File: src/rtl/led_data_tx.sv
// led_data_tx: serializes 16-bit grayscale words onto DAI/DEN, LSB first.
// One DEN window per word, GAP idle cycles between words, pulse at frame end.
module led_data_tx #(
  parameter int WORD_W          = 16,
  parameter int WORDS_PER_FRAME = 512,
  parameter int GAP             = 2
) (
  input  logic                               DCK,
  input  logic                               rst,
  input  logic                               start,
  input  logic                               wd_valid,
  input  logic [WORD_W-1:0]                  wd_data,
  output logic                               wd_ready,
  output logic                               DAI,
  output logic                               DEN,
  output logic                               busy,
  output logic                               frame_done,
  output logic [$clog2(WORDS_PER_FRAME):0]   word_cnt
);

  localparam int BW = (WORD_W > 1) ? $clog2(WORD_W) : 1;
  localparam int GW = (GAP > 1) ? $clog2(GAP) : 1;
  localparam int CW = $clog2(WORDS_PER_FRAME) + 1;

  localparam logic [BW-1:0] LAST_BIT = BW'(WORD_W - 1);
  localparam logic [GW-1:0] LAST_GAP = GW'(GAP - 1);
  localparam logic [CW-1:0] FRAME_N  = CW'(WORDS_PER_FRAME);

  localparam logic [2:0] IDLE  = 3'd0;
  localparam logic [2:0] LOAD  = 3'd1;
  localparam logic [2:0] SHIFT = 3'd2;
  localparam logic [2:0] GAPS  = 3'd3;
  localparam logic [2:0] DONE  = 3'd4;

  logic [2:0]        state;
  logic [WORD_W-1:0] shreg;
  logic [BW-1:0]     bit_idx;
  logic [GW-1:0]     gap_cnt;

  assign wd_ready = (state == LOAD);

  always_ff @(posedge DCK) begin
    if (rst) begin
      state      <= IDLE;
      shreg      <= '0;
      bit_idx    <= '0;
      gap_cnt    <= '0;
      word_cnt   <= '0;
      DAI        <= 1'b0;
      DEN        <= 1'b0;
      busy       <= 1'b0;
      frame_done <= 1'b0;
    end else begin
      unique case (state)
        IDLE: begin
          if (start) begin
            word_cnt <= '0;
            busy     <= 1'b1;
            state    <= LOAD;
          end
        end
        LOAD: begin
          // bit 0 goes straight to DAI; shreg keeps the bits still to send
          if (wd_valid) begin
            shreg   <= wd_data >> 1;
            DAI     <= wd_data[0];
            DEN     <= 1'b1;
            bit_idx <= '0;
            state   <= SHIFT;
          end
        end
        SHIFT: begin
          if (bit_idx == LAST_BIT) begin
            DEN      <= 1'b0;
            DAI      <= 1'b0;
            gap_cnt  <= '0;
            word_cnt <= word_cnt + 1'b1;
            state    <= GAPS;
          end else begin
            DAI     <= shreg[0];
            shreg   <= shreg >> 1;
            bit_idx <= bit_idx + 1'b1;
          end
        end
        GAPS: begin
          if (gap_cnt == LAST_GAP) begin
            if (word_cnt == FRAME_N) begin
              frame_done <= 1'b1;
              state      <= DONE;
            end else begin
              state <= LOAD;
            end
          end else begin
            gap_cnt <= gap_cnt + 1'b1;
          end
        end
        DONE: begin
          frame_done <= 1'b0;
          busy       <= 1'b0;
          state      <= IDLE;
        end
        default: state <= IDLE;
      endcase
    end
  end

endmodule

File: config.mk
export PLATFORM = sky130hd
export DESIGN_NAME = led_data_tx
export DESIGN_NICKNAME = d
export VERILOG_FILES = /design/src/rtl/led_data_tx.sv
export SDC_FILE = /design/constraint.sdc
export NUM_CORES = 1
export LEC_CHECK = 0
export CAP_MARGIN = 20
export CORE_MARGIN = 1.5
export CORE_UTILIZATION = 30
export DETAILED_ROUTE_END_ITERATION = 8
export PLACE_DENSITY_LB_ADDON = 0.15
export SYNTH_ARGS = -nofsm -noshare
export SYNTH_HDL_FRONTEND = slang
export SYNTH_SLANG_ARGS = --single-unit
File: constraint.sdc
create_clock -name DCK -period 2.1 [get_ports DCK]
set_clock_uncertainty 0.15 [all_clocks]
set_input_delay 0.42 -clock DCK [delete_from_list [all_inputs] [get_ports DCK]]
set_output_delay 0.42 -clock DCK [all_outputs]
set_load 0.02 [all_outputs]
Word-level counts from Yosys, hierarchy flattened
Cells that the tools add are included.

Multiplexer cells: 28. Add/sub/neg operators: 3. Eq/ne operators: 12. Reduce and logical (&&, ||, !) cells: 14.

Operator list (number): $mux 16 (2); $pmux 16 s2 (1); $mux 10 (2); $pmux 10 s2 (1); $mux 3 (5); $ne 2x2->1 const B (6); $pmux 3 s4 (1); $reduce_and 3->1 (4); $add 10x1->10 const B (1); $eq 10x10->1 const B (1); $pmux 1 s2 (5); $reduce_bool 2->1 (5); $mux 1 (8); $mux 4 (2); $pmux 4 s2 (1); $eq 3x2->1 const B (2); $reduce_and 2->1 (3); $add 4x1->4 const B (1); $eq 4x4->1 const B (1); $reduce_and 4->1 (1); $eq 3x1->1 const B (1); $eq 3x3->1 const B (1); $logic_not 3->1 (1); $add 1x1->1 const B (1).

Input port bits: 20. Output and inout port bits: 15. Bits in registers: 38. Word-level logic and storage cells: 66.

Longest topological paths before layout
Gate-level depths: netlist (run 1).

Word-level depth: 4. Gate-level depth with buffers: 7. Mapped depth without buffers: 6.

Worst setup path after synthesis (run 1)
Ideal clock, no wire load.

Path type: register to register. Start: register state[1]. End: register word_cnt[9]. Required time: 1.879 ns. Library setup time: 0.071 ns. Path buffers: 2. Arrival time: 1.874 ns. Period minus slack after synthesis: 2.095 ns. Stages on the path, launching flop included: 7. Path slack: 0.005 ns. Cell sequence: dfxtp_1 > buf_4 > or3b_1 > buf_6 > or4_4 > or3_1 > a21oi_1.

Longest elaborated chain between the ends: 3. Elaborated cells between the ends (all ways): 7. Classes of those cells: eq/ne (3); mux (1); reduce/logical (3).

RTL lines: start: declaration (line 35) `logic [2:0] state;`; start signal: assignment (line 44) `state <= IDLE;`; start signal: assignment (line 59) `state <= LOAD;`; start signal: assignment (line 69) `state <= SHIFT;`; $eq 3x2->1 or $logic_not 3->1 (tied branches) (line 54) `unique case (state)`; $ne 2x2->1 (no line) or $reduce_bool 2->1 (tied branches); $reduce_and 3->1 (no line); end signal: assignment (line 77) `word_cnt <= word_cnt + 1'b1;`; end: declaration (line 18) `output logic [$clog2(WORDS_PER_FRAME):0] word_cnt`.

Several ways; a longest one is shown, not always the timed one. A chain may end at the register's enable or synchronous reset.

Worst setup path in the final report (run 1)
Start: register word_cnt[0]. End: register frame_done.

Longest elaborated chain between the ends: 3.

RTL lines: $eq 10x10->1 (line 87) `if (word_cnt == FRAME_N) begin`; $ne 2x2->1 (no line); $reduce_and 3->1 (no line); end signal: assignment (line 52) `frame_done <= 1'b0;`; end signal: assignment (line 88) `frame_done <= 1'b1;`; end signal: assignment (line 98) `frame_done <= 1'b0;`; end: declaration (line 17) `output logic frame_done,`.

Every way passes these cells.

==> run metrics, run 1 <==
number of global-route vias before repair between 1000 and 1500; EDFF count, synth 0; CTS sink count 37; RSZ-0062 raised after global routing false; Least-Margin Pin Slew 0.370 ns; Worst setup SP type flip-flop; crit path DAT 2.05 ns; top cell type's share of synthesized area 0.423; register area share after synthesis 0.423; synthesized flop and latch total 37; DIE WIDTH 79.4 µm; dpl hpwl 2960 µm; Setup Crit Path Kind flip-flop to flip-flop; Final setup viols 0; post-synth net total 236; routed length on met2 1860 µm; fmax roughly 500 MHz; PostCTS Resize Cnt 1; Peak supply drop 0.403 mV; first-pass GRT wire length 7000 µm; layout cell share with drive strength beyond 1 0.156; synthesis-to-layout area growth 39.0%; Highest Signal Layer met4; Post-Syn Area approximately 1800 µm²; worst hold path type flip-flop to flip-flop; row count 27; Synth warnings 0; top-count cell post-synth dfxtp_1; Synth area leaders dfxtp_1 (42%), a311oi_1 (7.0%), nand2_1 (6.6%); vias per cell 4.92; Routability Congestion 0.759; largest net degree at the start of global routing 38; met3 wire len 181 µm; worst reg2reg setup slack 0.09 ns; CP endpoint kind flip-flop; Mapped Cells 213; number of H-tree levels 2; IO buf count 34; DRC violations left 0; CTS Root Cell clkbuf_8; Crit path buffers/inverters 1; Final Cell Area 2430 µm²; Routed Wire Length roughly 4300 µm; Max Root-Sink Buffers 2; CTS tree yes; I/O pin total 35; All-Layer GR Usage 0.142; dpl ws -0.184 ns; die extent in y 79.4 µm; Final Util 0.436; Leak 0.886 nW; Async SR Flop Fraction 0; final hold viol count 0; Clk Latency, worst-skew pair 0.28 ns; number of max-cap violations 0; via count 1642; CP max FO 2; antenna violations before repair 0; Tot Pwr 2.62 mW; Req. time, crit path 2.15 ns; Post-DP Area 2330 µm²; hold_buf cts 0; Setup TNS 0 ns; remaining global-route overflow 0; crit path cell chain inv_1, ha_1, or4b_2, nor3b_1, nand3_1, a221oi_1; CTS Buf Count 5; Met1 Wirelength between 2000 and 2500 µm; count of unique library cells instantiated by Yosys 47; post-synth top area cell dfxtp_1; slowest stage delay, CP 0.61 ns; Final Net Count 284; Setup WS post-layout ~0.095 ns; core box area 5570 µm²; Routed Antenna Nets 0; main flop type after synthesis dfxtp_1; CP delay by family, top simple AND/OR/NAND/NOR gates; Die ar. around 6300 µm²; clock transition at the registers of the reported paths approximately 0.080 ns; crit path time final around 2 ns; WL/cell 12.9 µm; Initial DRC Count 83; # Post-CTS Setup Buffers 0; ant diodes 0; Pwr per Cell Area 1080 nW/µm²; synth cell count leaders dfxtp_1 (37), nand2_1 (31), nor2_1 (30); Max transition margin 0.753; period utilization 0.955; Mean Syn Cell Area 8.22 µm²; Initial Utilization 0.314; Initial DRT Pass Iterations 6; slowest cell on the critical path or4b_2; status finished clean; Max Slew Vio Count 0
sequential cells by signal, indices dropped and copies added, names as in the netlist:
| register | count |
|---|---|
| DAI | 1 |
| gap_cnt | 1 |
| word_cnt | 10 |
| busy | 1 |
| shreg | 15 |
| DEN | 1 |
| bit_idx | 4 |
| frame_done | 1 |
| state | 3 |
layer usage:
layer  global-route usage  up-vias
met5                    0        -
met4               0.0474        0
met3               0.0366        2
met2                0.199       31
met1                0.210      745
li1                     -      864
final timing paths:
kind                     from         end  cells after the start
setup reg to reg  word_cnt[0]  frame_done                      6
setup / recovery  word_cnt[0]  frame_done                      6
hold / removal     frame_done  frame_done                      2
hold reg to reg    frame_done  frame_done                      2
power breakdown:
group          switching [mW]  leakage [nW]  total [mW]  internal [mW]
clock                   0.259        0.0512       0.525          0.266
sequential              0.101         0.302       0.992          0.891
combinational           0.580         0.533        1.10          0.520
layout by cell type (no fill, tap or decap), types with 2 or more instances in the layout:
master | synthesis | final
ha_1 | 3 | 3
nor3_1 | 8 | 8
clkdlybuf4s50_1 | 0 | 33
dfxtp_1 | 37 | 36
a311oi_1 | 14 | 14
xnor2_1 | 3 | 3
nand2_1 | 31 | 31
inv_1 | 5 | 5
or4b_2 | 2 | 2
clkbuf_8 | 0 | 6
xor2_1 | 2 | 2
o21ai_0 | 2 | 2
a211oi_1 | 6 | 6
and3_1 | 2 | 2
nand3_1 | 8 | 8
nor2_1 | 30 | 29
buf_12 | 0 | 3
a22oi_1 | 4 | 4
a21oi_1 | 9 | 9
buf_4 | 1 | 21
nand4_1 | 3 | 3
per-stage QoR:
| step | instances | hold WS, ns |
|---|---|---|
| 6_report | 334 | 0.319 |
| 5_1_grt | 334 | 0.342 |
| 4_1_cts | 334 | 0.325 |
| 3_5_place_dp | 326 | 0.311 |
| 3_3_place_gp | 326 | 0.309 |
| 2_1_floorplan | 213 | 0.291 |
final cells by class:
| cell class | instances | area [µm²] |
|---|---|---|
| Clock buffer | 6 | 82.6 |
| Fill cell | 564 | 3140 |
| Inverter | 5 | 18.8 |
| Clock inverter | 2 | 13.8 |
| Timing Repair Buffer | 58 | 557 |
| Multi-Input combinational cell | 154 | 928 |
| Sequential cell | 37 | 742 |
| Tap cell | 72 | 90.1 |
logic make-up after synthesis:
family,synth area share
AND/OR/NAND/NOR,0.274
AO/OA/AOI/OAI,0.190
flip-flops,0.423
buffers and inverters,0.0543
XOR/XNOR,0.0250
adder cells (fa/ha/maj),0.0214
multiplexers,0.0122
worst min-delay path, delay by kind of cell (launching register included):
kind / cells / cell delay, ns
AOI/OAI and AO/OA: 1 / 0.06
buffers and inverters: 1 / 0.05
DFF: 1 / 0.31
(Power assumes the default switching activity.)
==> run 2: changes to the inputs <==
--- a/config.mk
+++ b/config.mk
@@ -10,6 +10,7 @@
 export CORE_UTILIZATION = 30
 export DETAILED_ROUTE_END_ITERATION = 8
 export PLACE_DENSITY_LB_ADDON = 0.15
+export SKIP_LAST_GASP = 1
 export SYNTH_ARGS = -nofsm -noshare
 export SYNTH_HDL_FRONTEND = slang
 export SYNTH_SLANG_ARGS = --single-unit
==> results of run 2 <==
No change in the layout: final DEF, timing and power equal those of run 1.
